===== src/rtl/mem_access_if.sv =====
// Request/response bundle between the MEM pipeline stage and the load/store unit.
interface mem_access_if;
  logic        req_valid;
  logic        req_ready;
  logic        req_we;
  logic [1:0]  req_size;
  logic        req_unsigned;
  logic [31:0] req_addr;
  logic [31:0] req_wdata;
  logic        rsp_valid;
  logic [31:0] rsp_rdata;
  logic        misalign_err;

  modport master (
    output req_valid, req_we, req_size, req_unsigned, req_addr, req_wdata,
    input  req_ready, rsp_valid, rsp_rdata, misalign_err
  );

  modport slave (
    input  req_valid, req_we, req_size, req_unsigned, req_addr, req_wdata,
    output req_ready, rsp_valid, rsp_rdata, misalign_err
  );
endinterface


===== src/rtl/mem_access_unit.sv =====
// MEM-stage load/store controller in front of a word-only RAM; sub-word stores
// are done as a read-modify-write with a single stall cycle.
module mem_access_unit #(
  parameter int ADDR_W = 6,
  parameter int DATA_W = 32
) (
  input  logic              clk,
  input  logic              rst_n,
  mem_access_if.slave       mau,
  output logic [ADDR_W-1:0] ram_addr,
  output logic              ram_wea,
  output logic [DATA_W-1:0] ram_wr_data,
  input  logic [DATA_W-1:0] ram_rd_data
);

  typedef enum logic {IDLE, MERGE} state_t;

  state_t state, state_nxt;

  logic              accept;
  logic              legal;
  logic              unused_addr_hi;
  logic [ADDR_W-1:0] waddr_p1;
  logic [1:0]        lane_p1;
  logic              half_p1;
  logic [15:0]       wdata_p1;
  logic [DATA_W-1:0] old_p1;

  function automatic logic is_aligned(input logic [1:0] size, input logic [1:0] a);
    case (size)
      2'b00:   is_aligned = 1'b1;
      2'b01:   is_aligned = ~a[0];
      2'b10:   is_aligned = (a == 2'b00);
      default: is_aligned = 1'b0;
    endcase
  endfunction

  function automatic logic [DATA_W-1:0] load_extend(input logic [DATA_W-1:0] word,
                                                    input logic [1:0] size,
                                                    input logic [1:0] a,
                                                    input logic uns);
    logic signed [7:0]  b;
    logic signed [15:0] h;
    logic               sb;
    logic               sh;
    b  = word[{a, 3'b000} +: 8];
    h  = word[{a[1], 4'b0000} +: 16];
    sb = b[7] & ~uns;
    sh = h[15] & ~uns;
    case (size)
      2'b00:   load_extend = {{(DATA_W-8){sb}}, b};
      2'b01:   load_extend = {{(DATA_W-16){sh}}, h};
      default: load_extend = word;
    endcase
  endfunction

  function automatic logic [DATA_W-1:0] merge_lane(input logic [DATA_W-1:0] old,
                                                   input logic [15:0] wd,
                                                   input logic half,
                                                   input logic [1:0] a);
    logic [DATA_W-1:0] r;
    r = old;
    if (half) r[{a[1], 4'b0000} +: 16] = wd;
    else      r[{a, 3'b000} +: 8]      = wd[7:0];
    merge_lane = r;
  endfunction

  // Upper address bits are intentionally dropped so accesses wrap on RAM size.
  assign unused_addr_hi = ^mau.req_addr[31:ADDR_W+2];

  assign accept = mau.req_valid & (state == IDLE);
  assign legal  = is_aligned(mau.req_size, mau.req_addr[1:0]);

  always_comb begin
    state_nxt     = state;
    mau.req_ready = 1'b0;
    ram_addr      = mau.req_addr[ADDR_W+1:2];
    ram_wea       = 1'b0;
    ram_wr_data   = mau.req_wdata;
    case (state)
      IDLE: begin
        mau.req_ready = 1'b1;
        if (accept && legal && mau.req_we) begin
          if (mau.req_size == 2'b10) ram_wea   = 1'b1;
          else                       state_nxt = MERGE;
        end
      end
      MERGE: begin
        ram_addr    = waddr_p1;
        ram_wea     = 1'b1;
        ram_wr_data = merge_lane(old_p1, wdata_p1, half_p1, lane_p1);
        state_nxt   = IDLE;
      end
      default: state_nxt = IDLE;
    endcase
  end

  // Stage p1: control state and load response toward MEM/WB
  always_ff @(posedge clk or negedge rst_n) begin
    if (!rst_n) begin
      state            <= IDLE;
      mau.rsp_valid    <= 1'b0;
      mau.rsp_rdata    <= '0;
      mau.misalign_err <= 1'b0;
    end else begin
      state            <= state_nxt;
      mau.rsp_valid    <= accept & ~mau.req_we;
      mau.misalign_err <= accept & ~legal;
      if (accept && !mau.req_we)
        mau.rsp_rdata <= legal ? load_extend(ram_rd_data, mau.req_size,
                                             mau.req_addr[1:0], mau.req_unsigned)
                               : '0;
    end
  end

  // Stage p1: RMW operands captured on a sub-word store accept
  always_ff @(posedge clk) begin
    if (state == IDLE && state_nxt == MERGE) begin
      waddr_p1 <= mau.req_addr[ADDR_W+1:2];
      lane_p1  <= mau.req_addr[1:0];
      half_p1  <= mau.req_size[0];
      wdata_p1 <= mau.req_wdata[15:0];
      old_p1   <= ram_rd_data;
    end
  end

endmodule


===== src/flat_wrapper.sv =====
// flat-port wrapper written by rule: the top's interface ports become plain ports
module mem_access_unit_flat 
#(
  parameter int ADDR_W = 6,
  parameter int DATA_W = 32
)
  (clk, rst_n, ram_addr, ram_wea, ram_wr_data, ram_rd_data, mau_req_valid, mau_req_we, mau_req_size, mau_req_unsigned, mau_req_addr, mau_req_wdata, mau_req_ready, mau_rsp_valid, mau_rsp_rdata, mau_misalign_err);
  mem_access_if mau_i ();
  input  logic clk;
  input  logic rst_n;
  output logic [ADDR_W-1:0] ram_addr;
  output logic ram_wea;
  output logic [DATA_W-1:0] ram_wr_data;
  input  logic [DATA_W-1:0] ram_rd_data;
  input wire logic [$bits(mau_i.req_valid)-1:0] mau_req_valid;
  input wire logic [$bits(mau_i.req_we)-1:0] mau_req_we;
  input wire logic [$bits(mau_i.req_size)-1:0] mau_req_size;
  input wire logic [$bits(mau_i.req_unsigned)-1:0] mau_req_unsigned;
  input wire logic [$bits(mau_i.req_addr)-1:0] mau_req_addr;
  input wire logic [$bits(mau_i.req_wdata)-1:0] mau_req_wdata;
  output wire logic [$bits(mau_i.req_ready)-1:0] mau_req_ready;
  output wire logic [$bits(mau_i.rsp_valid)-1:0] mau_rsp_valid;
  output wire logic [$bits(mau_i.rsp_rdata)-1:0] mau_rsp_rdata;
  output wire logic [$bits(mau_i.misalign_err)-1:0] mau_misalign_err;
  assign mau_i.req_valid = mau_req_valid;
  assign mau_i.req_we = mau_req_we;
  assign mau_i.req_size = mau_req_size;
  assign mau_i.req_unsigned = mau_req_unsigned;
  assign mau_i.req_addr = mau_req_addr;
  assign mau_i.req_wdata = mau_req_wdata;
  assign mau_req_ready = mau_i.req_ready;
  assign mau_rsp_valid = mau_i.rsp_valid;
  assign mau_rsp_rdata = mau_i.rsp_rdata;
  assign mau_misalign_err = mau_i.misalign_err;
  mem_access_unit #(.ADDR_W(ADDR_W), .DATA_W(DATA_W)) u_core (.clk(clk), .rst_n(rst_n), .mau(mau_i), .ram_addr(ram_addr), .ram_wea(ram_wea), .ram_wr_data(ram_wr_data), .ram_rd_data(ram_rd_data));
endmodule

===== config.mk =====
export PLATFORM = sky130hd
export DESIGN_NAME = mem_access_unit_flat
export DESIGN_NICKNAME = d
export VERILOG_FILES = /design/src/rtl/mem_access_if.sv /design/src/rtl/mem_access_unit.sv /design/src/flat_wrapper.sv
export SDC_FILE = /design/constraint.sdc
export NUM_CORES = 1
export LEC_CHECK = 0
export CELL_PAD_IN_SITES_DETAIL_PLACEMENT = 1
export CELL_PAD_IN_SITES_GLOBAL_PLACEMENT = 2
export CORE_MARGIN = 5
export CORE_UTILIZATION = 31
export DETAILED_ROUTE_END_ITERATION = 8
export PLACE_DENSITY = 0.86
export SLEW_MARGIN = 20
export SYNTH_ARGS = -nofsm -noshare
export SYNTH_HDL_FRONTEND = slang
export SYNTH_SLANG_ARGS = --single-unit

===== constraint.sdc =====
create_clock -name clk -period 12.5 [get_ports clk]
set_input_delay 1.25 -clock clk [delete_from_list [all_inputs] [get_ports clk]]
set_output_delay 1.25 -clock clk [all_outputs]
set_load 0.01 [all_outputs]

* Word level (Yosys, flattened, before mapping)
Cells that the tools add are included.
Word-level totals: register bits after elaboration 92, bits of input ports 103, word-level logic and storage cells 51, output and inout port bits 74
Cells by class: equal/unequal tests 2, reductions and logical operators 7, shifts and indexed selects 6, add/sub/neg operators 2, muxes and demuxes 15, bitwise operators 10
Operator list (count):
- two-way mux 32 bit | 3
- bitwise mux 32 bit | 2
- case mux 32 bit (2 select lines) | 1
- variable shift 16 x 7 -> 32 bit (first input constant) | 1
- variable shift 8 x 7 -> 32 bit (first input constant) | 1
- variable part select 16 x 7 -> 32 bit | 1
- variable part select 32 x 6 -> 16 bit | 1
- variable part select 32 x 6 -> 8 bit | 1
- variable part select 8 x 7 -> 32 bit | 1
- negation 5 -> 7 bit | 2
- two-way mux 6 bit | 1
- AND 1 bit | 5
- two-way mux 1 bit | 5
- NOT 1 bit | 5
- logical AND 1 bit | 4
- logical NOT 2 bit | 2
- case mux 1 bit (2 select lines) | 2
- case mux 1 bit (3 select lines) | 1
- equality test 2 x 1 -> 1 bit (second input constant) | 1
- equality test 2 bit (second input constant) | 1
- logical NOT 1 bit | 1

* Longest topological paths before layout
Gate-level depths: netlist of run 1.
word-level depth 7, depth in mapped cells 8, gate-level depth less buffers 6

* Worst setup path after synthesis of run 1
No wires, ideal clock.
kind input to register, start point in mau_req_addr[0], end point reg u_core.half_p1, enable pin, data required time 11956 ps, library setup time 544 ps, buffers on the path 1, arrival 5817 ps, stages 5, setup slack 6139 ps, cell sequence clkbuf_1 o21ai_0 and2_1 nand2_1 nor3_1
Between the ends: word-level cells in the longest chain between the ends 7, elaborated cells between the ends (all ways) 8, classes of those cells mux: 3; bitwise: 1; reduce/logical: 4
Ends and longest elaborated chain:
- start, declared | line flat_wrapper.sv:19 | input wire logic [$bits(mau_i.req_addr)-1:0] mau_req_addr;
- logical NOT 2 bit / NOT 1 bit (equally long branches) | line mem_access_unit.sv:33, mem_access_unit.sv:32
- case mux 1 bit (3 select lines) (*) | line mem_access_unit.sv:30 | case (size)
- logical AND 1 bit (*) (2 in series) | line mem_access_unit.sv:83 | if (accept && legal && mau.req_we) begin
- two-way mux 1 bit (*) | line mem_access_unit.sv:83
- case mux 1 bit (2 select lines) (*) | line mem_access_unit.sv:80 | case (state)
- named net u_core.state_nxt | line mem_access_unit.sv:18 | state_t state, state_nxt;
- logical AND 1 bit (*) | line mem_access_unit.sv:118 | if (state == IDLE && state_nxt == MERGE) begin
- end signal, assigned | line mem_access_unit.sv:121 | half_p1 <= mau.req_size[0];
- end, declared | line mem_access_unit.sv:25 | logic half_p1;
The timed path passes the listed nets; every way through them passes the cells marked *. A chain may end at the register's enable or synchronous reset.

* Worst setup path in the final report of run 1
start point reg u_core.lane_p1[1], end point out ram_wr_data[15]
Between the ends: word-level cells in the longest chain between the ends 5, elaborated cells between the ends (all ways) 10, classes of those cells add/sub: 2; shift: 4; mux: 4
Ends and longest elaborated chain:
- start, declared | line mem_access_unit.sv:24 | logic [1:0] lane_p1;
- start signal, assigned | line mem_access_unit.sv:120 | lane_p1 <= mau.req_addr[1:0];
- negation 5 -> 7 bit, on equally long branches | line mem_access_unit.sv:63, mem_access_unit.sv:64
- variable part select 16 x 7 -> 32 bit (tied with other cells) | line mem_access_unit.sv:63 | if (half) r[{a[1], 4'b0000} +: 16] = wd;
- bitwise mux 32 bit, on equally long branches | line mem_access_unit.sv:63, mem_access_unit.sv:64
- two-way mux 32 bit (*) | line mem_access_unit.sv:63
- two-way mux 32 bit (*) | line mem_access_unit.sv:80
- end, declared | line flat_wrapper.sv:13 | output logic [DATA_W-1:0] ram_wr_data;
Every way passes the cells marked *; elsewhere a longest branch is shown, timed or not.

==> impl_metrics.yaml, run 1 <==
run_status:
  status: "completed"
placed_design:
  placed_cell_area_um2: 6950
  gp_routability_congestion: 0.874
  port_buffers: 152
  dpl.hpwl_um: 13200
die:
  fp.dieArea_um2: 19600
  core_area_um2: 16600
  boundary_pin_count: 177
  placement_row_count: 47
  die_w_um: 140
  effective_utilization_at_floorplan_pct: 31.6
  die_h_um: 140
power_and_ir_drop:
  power_density_nw_per_um2: 110
  share_seq_of_total_power_pct: 44.4
  power.static_leakage_nw: 2.68
  p_total_mw: 0.798
  sw_frac_of_total_pct: 27.8
  intPower_mw: 0.576
  power_frac_comb_pct: 20.8
  vdd_drop_max_mv: 0.0613
  clock_network_fraction_of_total_power_pct: 34.8
  p_switching_mw: 0.222
worst_setup_path:
  cp_data_arrival_time_ns: 3.60
  cp-start-kind: "flip-flop"
  crit_required_ns: 11.25
  timing.critical_path.fanout_max: 34
  path_cells: "buf_4, inv_1, ha_1, nor3b_2, buf_4, a311oi_1, a21oi_1, mux2_2, clkdlybuf4s50_1"
  crit_path_max_incr_delay_ns: 0.54
  setup.worst_path.class: "reg2out"
  crit_slowest_cell: "nor3b_2"
  setup.worst_path.end_class: "primary output"
  most_repeated_library_cell_on_the_critical_path: "buf_4"
clock_network:
  cts.repair_timing.setup_buffer_count: 0
  cts_hold_buffers: 0
  numClockSinks: 92
  clock_transition_at_the_registers_of_the_reported_paths_ns: 0.07
  cts_tree: "yes"
  htree_levels: 3
  clock_path_buffers: 2
  clk_latency_ns: 0.35
  cts_made_buffers: 9
  root_buffer: "clkbuf_16"
  post_cts_resize_count: 0
synthesis:
  syn_inst: 468
  most_frequent_cell_after_synthesis: "edfxtp_1"
  synthDistinctLibCells: 44
  syn_area_per_cell_um2: 11.2
  netlist_top_cells_area: "edfxtp_1, dfrtp_1, mux2i_1"
  synth_enable_flop_cells: 57
  synthesis.area_um2: 5240
  synth_top_area_cell: "edfxtp_1"
  synth_top_cells_by_count: "edfxtp_1, nand2_1, mux2i_1, dfrtp_1, mux2_2"
  synth_async_sr_flop_share_pct: 38.0
  synth_top_flop_cell: "edfxtp_1"
  mappedNetlistNets: 576
  synth.ff_latch_count: 92
  synthesis.yosys.warnings: 0
  ys_seq_area_share_pct: 49.3
  synth_top_area_share_pct: 32.6
sta:
  setup_repair_after_global_routing_missed_its_margin: "false"
  setup-violations-final: 0
  worstMarginPinSlew_ns: 0.959
  fin_skew_ns: 0.00742
  max_slew_margin_pct: 36.0
  hold_violations: 0
  finalCritPeriodShare_pct: 38.8
  summed_negative_setup_slack_over_all_endpoints_ns: 0
  slew_violations: 0
  final.min_clock_period_ns: 4.85
  timing.fmax_ghz: 0.206
drt:
  dr.first_iter.drc_count: 235
  ant_nets: 0
  drt-wirelength-per-cell_um: 21.5
  detail_route.vias_per_cell: 5.35
  route.final.wire_length_um: 17800
  vias: 4439
  detail_route.first_pass.iterations: 5
  detail_route.drc_violations: 0
global_routing:
  grt-ovfl-total: 0
  initial_antenna_violation_count: 0
  wire_length_of_the_first_global_routing_pass_um: 27700
  first_global_vias: 4806
  grtUsageTotal_pct: 17.9
  grt_max_degree: 66
layout:
  stdcell_area_um2: 7260
  layout.nets: 713
  drive_above_1_share_pct: 10.2
  antenna-diode-count: 0
  syn_to_final_growth_pct: 38.4
  n_fill_cell: 1820
hold_path:
  hold_path_class: "reg2reg"
run:
  maxCapViolCount: 0
## through the flow
step | hold slack, ns | util (%) | cells | setup slack [ns]
finish | 0.496 | 43.8 | 830 | 7.65
global route | 0.517 | 43.8 | 830 | 7.40
CTS | 0.500 | 43.8 | 830 | 7.22
detailed placement | 0.476 | 41.9 | 814 | 7.37
global placement | 0.464 | 41.9 | 814 | 7.46
floorplan | 0.516 | - | 468 | 6.14
## cell type report
cell class / instances / area (µm²) / area share [%]
sequential: 92 / 2590 / 35.6
multi-input combinational: 330 / 2470 / 34.0
timing repair buffer: 161 / 1580 / 21.8
tap: 220 / 275 / 3.79
clock buffer: 9 / 225 / 3.10
clock inverter: 7 / 78.8 / 1.09
inverter: 11 / 41.3 / 0.569
## placed cells by master (no fill, tap or decap), drive strengths merged, types with 3 or more instances in the layout
cell and n:
mux2i 37, inv 14, clkbuf 9, a21oi 25, nor2b 23, dfrtp 35, nand3 3, a311oi 15
edfxtp 57, ha 5, a32o 7, clkinv 4, clkdlybuf4s50 151, a221oi 30, o2bb2ai 15, nand2b 18
o21ai 12, mux2 30, nor2 19, nand3b 3, buf 10, nand2 51, a22o 17
## registers in the layout (all words and copies together) (netlist names)
| signal | cells |
|---|---|
| u_core.lane_p1 | 2 |
| u_core.mau.misalign_err | 1 |
| u_core.state | 1 |
| u_core.mau.rsp_rdata | 32 |
| u_core.waddr_p1 | 6 |
| u_core.mau.rsp_valid | 1 |
| u_core.old_p1 | 32 |
| u_core.half_p1 | 1 |
| u_core.wdata_p1 | 16 |
## power by group through the flow
| stage | Combinational [mW] | Sequential, mW | Clock, mW |
|---|---|---|---|
| 6_report | 0.166 | 0.355 | 0.278 |
| 5_1_grt | 0.179 | 0.357 | 0.297 |
| 4_1_cts | 0.169 | 0.355 | 0.285 |
| 3_5_place_dp | 0.168 | 0.361 | 0 |
| 3_3_place_gp | 0.165 | 0.360 | 0 |
| 2_1_floorplan | 0.0641 | 0.365 | 0 |
## kinds of logic (layout without fill, tap and decap cells)
family,Yosys count,in the layout,share of synthesized area (%)
flip-flops,92,92,49.3
multiplexers,68,68,13.9
AND/OR/NAND/NOR,127,127,12.3
adder cells (fa/ha/maj),5,5,1.19
AO/OA/AOI/OAI,130,130,19.4
buffers and inverters,46,188,3.82
## layer usage
layer,share of wire (%),up-vias,global-route usage [%]
met2,47,142,28.7
met1,45,2189,23.6
met4,2.8,0,6.07
met5,0,-,0
li1,-,2084,-
met3,5.6,24,4.87
## worst max-delay path, delay by kind of cell (launching register included)
family,cells,cell delay [ns]
adders and majority gates,1,0.38
muxes,1,0.19
AOI/OAI and AO/OA,2,0.33
DFF,1,0.32
buffers and inverters,4,1.49
and+or+nand+nor,1,0.54
## final timing paths
kind | cells past startpoint | to | slack [ns] | from
max in group asynchronous | 2 | u_core.mau.rsp_rdata[21] | 10.86 | rst_n
min reg2reg | 2 | u_core.mau.rsp_rdata[2] | 0.50 | u_core.mau.rsp_rdata[2]
min | 2 | u_core.mau.rsp_rdata[2] | 0.50 | u_core.mau.rsp_rdata[2]
max reg2reg | 5 | u_core.mau.rsp_rdata[23] | 9.68 | u_core.state
max | 9 | ram_wr_data[15] | 7.65 | u_core.lane_p1[1]
min in group asynchronous | 2 | u_core.mau.rsp_rdata[13] | 1.32 | rst_n
No activity file was read; power rests on OpenSTA's default activity.
==> inputs of run 2 (changes only) <==
CORE_UTILIZATION = 26   (was 31)
PLACE_DENSITY = 0.77   (was 0.86)
clock period = 3.9 ns   (was 12.5 ns; I/O delays follow)
==> run 2 against run 1 <==
Effect of this change:
- clock skew increased by 0.0038 ns
- first-iteration DRC count increased by 10%
- setup slack got worse by 7.1 ns
- cell count increased by 6.5%
- sequential share of layout area decreased by 0.47 points
- sequential power increased to 3.2 times the previous value
- utilization decreased by 7.1 points
- largest power group unchanged
==> impl_metrics.yaml, run 2 (same netlist as run 1, synthesis figures left out) <==
clock_network:
  root_buffer: "clkbuf_16"
  cts.repair_timing.setup_buffer_count: 0
  cts_tree: "yes"
  post_cts_resize_count: 0
  htree_levels: 3
  numClockSinks: 92
  cts_hold_buffers: 0
  clock_path_buffers: 2
  clk_latency_ns: 0.35
  cts_made_buffers: 9
  clock_transition_at_the_registers_of_the_reported_paths_ns: 0.08
sta:
  timing.fmax_ghz: 0.301
  worstMarginPinSlew_ns: 0.846
  hold_violations: 0
  setup_ws_ns: 0.581
  slew_violations: 0
  setup-violations-final: 0
  final.min_clock_period_ns: 3.32
  max_slew_margin_pct: 43.6
  summed_negative_setup_slack_over_all_endpoints_ns: 0
  hold_slack_ns: 0.449
  fin_skew_ns: 0.0112
  setup_repair_after_global_routing_missed_its_margin: "false"
  finalCritPeriodShare_pct: 85.1
layout:
  layout_common_cells: "clkdlybuf4s50_1, edfxtp_1, nand2_1"
  footprint_of_the_multi_input_gates_um2: 2470
  n_fill_cell: 2226
  commonest_non_fill_non_tap_cell_in_the_layout: "clkdlybuf4s50_1"
  drive_above_1_share_pct: 10.6
  instances_no_fill: 884
  seqCellArea_um2: 2590
  antenna-diode-count: 0
  syn_to_final_growth_pct: 40.3
  layout.nets: 717
  biggestRegsByFlops: "u_core.mau.rsp_rdata: 32 flops, u_core.old_p1: 32 flops, u_core.wdata_p1: 16 flops"
die:
  effective_utilization_at_floorplan_pct: 26.2
  fp.dieArea_um2: 23100
  die_w_um: 152
  die_h_um: 152
  boundary_pin_count: 177
  placement_row_count: 52
  core_area_um2: 20000
drt:
  detail_route.vias_per_cell: 5.00
  detail_route.drc_violations: 0
  vias: 4421
  drt-wirelength-per-cell_um: 20.7
  dr.first_iter.drc_count: 259
  ant_nets: 0
  route.final.wire_length_um: 18300
  detail_route.first_pass.iterations: 4
hold_path:
  hold_path_class: "in2async"
run_status:
  status: "completed"
power_and_ir_drop:
  share_seq_of_total_power_pct: 45.2
  sw_frac_of_total_pct: 27.1
  vdd_drop_max_mv: 0.181
  p_switching_mw: 0.684
  power_frac_comb_pct: 21.3
  intPower_mw: 1.84
  power.static_leakage_nw: 2.69
  clock_network_fraction_of_total_power_pct: 33.5
  p_total_mw: 2.52
  power_density_nw_per_um2: 343
worst_setup_path:
  cp_data_arrival_time_ns: 2.93
  path_cells: "inv_1, ha_1, nor2b_1, a311oi_1, a21oi_1, mux2_2, clkdlybuf4s50_1"
  crit_required_ns: 3.51
  crit_slowest_cell: "clkdlybuf4s50_1"
  worstRegToRegCells: 5
  ff2ff_setup_slack_ns: 1.61
  cp-start-kind: "flip-flop"
  crit_path_max_incr_delay_ns: 0.53
  setup.worst_path.end_class: "primary output"
  timing.critical_path.fanout_max: 8
  setup.worst_path.class: "reg2out"
global_routing:
  first_global_vias: 4782
  grtUsageTotal_pct: 15.5
  initial_antenna_violation_count: 0
  wire_length_of_the_first_global_routing_pass_um: 28700
  grt-ovfl-total: 0
  grt_max_degree: 59
placed_design:
  dpl.hpwl_um: 13800
  detailedPlace.worstSlack_ns: 0.717
  port_buffers: 152
  gp_routability_congestion: 0.790
  post-place-cells: 868
run:
  maxCapViolCount: 0
==> run 2: power groups by stage <==
stage                     Clock (mW)  Combinational (mW)  Sequential, mW
after floorplan                    0               0.206            1.17
after global placement             0               0.533            1.16
after detailed placement           0               0.541            1.16
after CTS                      0.882               0.546            1.14
after global routing           0.920               0.580            1.15
final                          0.845               0.537            1.14
==> run 2: layout make-up <==
class | count | share of cell area (%)
inverters | 11 | 0.561
flip-flops and latches | 92 | 35.2
repair buffers | 165 | 22.2
multi-input cells | 330 | 33.6
clock inverters | 7 | 0.783
well taps | 270 | 4.59
clock buffers | 9 | 3.06
==> run 2: stage by stage <==
stage | utilization, % | cell area [µm²]
6_report | 36.7 | 7350
5_1_grt | 36.7 | 7350
4_1_cts | 36.7 | 7350
3_5_place_dp | 35.3 | 7070
3_3_place_gp | 35.3 | 7070
2_1_floorplan | - | 5250
==> run 2: path summary, 6_finish.rpt <==
check / startpoint / end
worst max-delay path: u_core.lane_p1[0] / ram_wr_data[20]
worst min-delay path: rst_n / u_core.mau.rsp_rdata[8]
worst max register to register: u_core.state / u_core.mau.rsp_rdata[20]
worst min register to register: u_core.mau.rsp_rdata[6] / u_core.mau.rsp_rdata[6]
max in group asynchronous: rst_n / u_core.state
min in group clk: u_core.mau.rsp_rdata[6] / u_core.mau.rsp_rdata[6]
==> run 2: worst max-delay path, delay by kind of cell (launching register included) <==
family	cells	cell delay (ns)
buf+inv	2	0.68
simple gates	1	0.51
mux	1	0.18
fa+ha+maj	1	0.33
flops	1	0.49
compound gates	2	0.38
==> run 2: layer usage <==
metal / track usage [%] / up-vias / part of all wire [%]
met3: 4.72 / 12 / 5.8
met4: 3.47 / 0 / 1.4
li1: - / 2079 / -
met5: 0 / - / 0
met1: 19.8 / 2207 / 44
met2: 25.9 / 123 / 49
==> inputs of run 3 (changes only) <==
PLACE_DENSITY = 0.81   (was 0.77)
==> run 3 against run 2 <==
Effect of this change:
- final area rose by 0.73%
- sequential share of layout area fell by 0.26 points
- via count rose by 0.95%
- non-clock buffer count rose by 1
- cell count rose by 0.11%
- largest cell class unchanged
- first-iteration DRC count rose by 30%
- clock skew fell by 0.0044 ns
- setup slack got worse by 0.079 ns
==> impl_metrics.yaml, run 3 (same netlist as run 1, synthesis figures left out) <==
drt:
  route.final.wire_length_um: 18500
  drt-wirelength-per-cell_um: 20.9
  vias: 4463
  dr.first_iter.drc_count: 336
  detail_route.drc_violations: 0
  detail_route.first_pass.iterations: 4
  detail_route.vias_per_cell: 5.04
  ant_nets: 0
clock_network:
  cts_hold_buffers: 0
  cts_made_buffers: 9
  htree_levels: 3
  cts_tree: "yes"
  clock_transition_at_the_registers_of_the_reported_paths_ns: 0.07
  root_buffer: "clkbuf_16"
  cts.repair_timing.setup_buffer_count: 0
  post_cts_resize_count: 0
  clk_latency_ns: 0.35
  numClockSinks: 92
  clock_path_buffers: 2
sta:
  final.min_clock_period_ns: 3.40
  worstMarginPinSlew_ns: 0.823
  fin_skew_ns: 0.00683
  timing.fmax_ghz: 0.294
  finalCritPeriodShare_pct: 87.1
  hold_violations: 0
  setup_repair_after_global_routing_missed_its_margin: "false"
  summed_negative_setup_slack_over_all_endpoints_ns: 0
  hold_slack_ns: 0.455
  slew_violations: 0
  setup-violations-final: 0
  max_slew_margin_pct: 45.1
die:
  core_area_um2: 20000
  die_w_um: 152
  boundary_pin_count: 177
  effective_utilization_at_floorplan_pct: 26.2
  placement_row_count: 52
  die_h_um: 152
  fp.dieArea_um2: 23100
worst_setup_path:
  r2r_end: "u_core.mau.rsp_rdata[23]"
  worst_path_dominant_cell_family: "buffers and inverters"
  path_cells: "inv_1, ha_1, nor2b_1, nand3_1, a22oi_1, mux2_2, clkdlybuf4s50_1"
  ff2ff_setup_slack_ns: 1.60
  crit_path_max_incr_delay_ns: 0.53
  cp-start-kind: "flip-flop"
  crit_slowest_cell: "clkdlybuf4s50_1"
  critical_path.n_buffers_inverters: 2
  worstRegToRegCells: 5
  timing.critical_path.fanout_max: 8
  setup.worst_path.end_class: "primary output"
  crit_required_ns: 3.51
  setup.worst_path.class: "reg2out"
  cp_data_arrival_time_ns: 3.01
  reg2reg_from: "u_core.state"
power_and_ir_drop:
  power.static_leakage_nw: 2.71
  vdd_drop_max_mv: 0.178
  power_density_nw_per_um2: 355
layout:
  n_fill_cell: 2222
  antenna-diode-count: 0
  stdcell_area_um2: 7410
  layout_common_cells: "clkdlybuf4s50_1, edfxtp_1, nand2_1"
  layout.nets: 718
  biggestRegsByFlops: "u_core.mau.rsp_rdata: 32 flops, u_core.old_p1: 32 flops, u_core.wdata_p1: 16 flops"
  syn_to_final_growth_pct: 41.3
  drive_above_1_share_pct: 10.6
  seqCellArea_um2: 2590
  commonest_non_fill_non_tap_cell_in_the_layout: "clkdlybuf4s50_1"
  footprint_of_the_multi_input_gates_um2: 2470
  instances_no_fill: 885
placed_design:
  gp_routability_congestion: 0.821
  dpl.hpwl_um: 13900
  placed_cell_area_um2: 7090
  port_buffers: 152
  post-place-cells: 869
hold_path:
  hold_path_class: "in2async"
global_routing:
  first_global_vias: 4788
  grt_max_degree: 59
  initial_antenna_violation_count: 0
  grtUsageTotal_pct: 15.5
  wire_length_of_the_first_global_routing_pass_um: 28400
  grt-ovfl-total: 0
run:
  maxCapViolCount: 0
run_status:
  status: "completed"
[run 3: worst max path at each step]
stage                     depth (start not counted)              start                       to
after floorplan                                   5    mau_req_addr[0]           u_core.half_p1
after global placement                            5    mau_req_size[1]                  ram_wea
after detailed placement                          6    mau_req_size[1]  u_core.mau.rsp_rdata[8]
after CTS                                         7  u_core.lane_p1[0]          ram_wr_data[20]
after global routing                              5       u_core.state           ram_wr_data[6]
final                                             7  u_core.lane_p1[0]          ram_wr_data[23]
[run 3: final cells by class]
| class | instances | area share, % |
|---|---|---|
| Clock inverter | 7 | 1.23 |
| Clock buffer | 9 | 3.04 |
| Tap cell | 270 | 4.56 |
| Inverter | 11 | 0.557 |
| Multi-Input combinational cell | 330 | 33.4 |
| Sequential cell | 92 | 34.9 |
| Timing Repair Buffer | 166 | 22.3 |
[run 3: per-layer routing]
layer,global-route usage [%],up-vias,part of all wire (%)
met5,0,-,0
met4,5.48,0,2.3
met3,3.92,24,5.2
met2,25.1,150,47
met1,20.2,2207,46
li1,-,2082,-
[run 3: per-stage QoR]
stage	total power, mW	utilization (%)	worst slack [ns]
after global placement	1.69	35.4	0.857
after CTS	2.66	36.9	0.485
final	2.63	37.0	0.502
after global routing	2.75	37.0	0.294
after floorplan	1.38	-	0.141
after detailed placement	1.70	35.4	0.770
[run 3: worst register-to-register path, stage by stage (launching register included)]
cell and delay [ns]:
dfrtp_1 0.42, or3b_1 0.38, buf_4 0.24, nand3b_4 0.27, a221oi_4 0.68, a22o_1 0.24
[run 3: where the power goes]
group | internal [mW] | switching [mW]
Combinational | 0.297 | 0.242
Sequential | 1.10 | 0.0407
Clock | 0.559 | 0.393
Total | 1.95 | 0.676
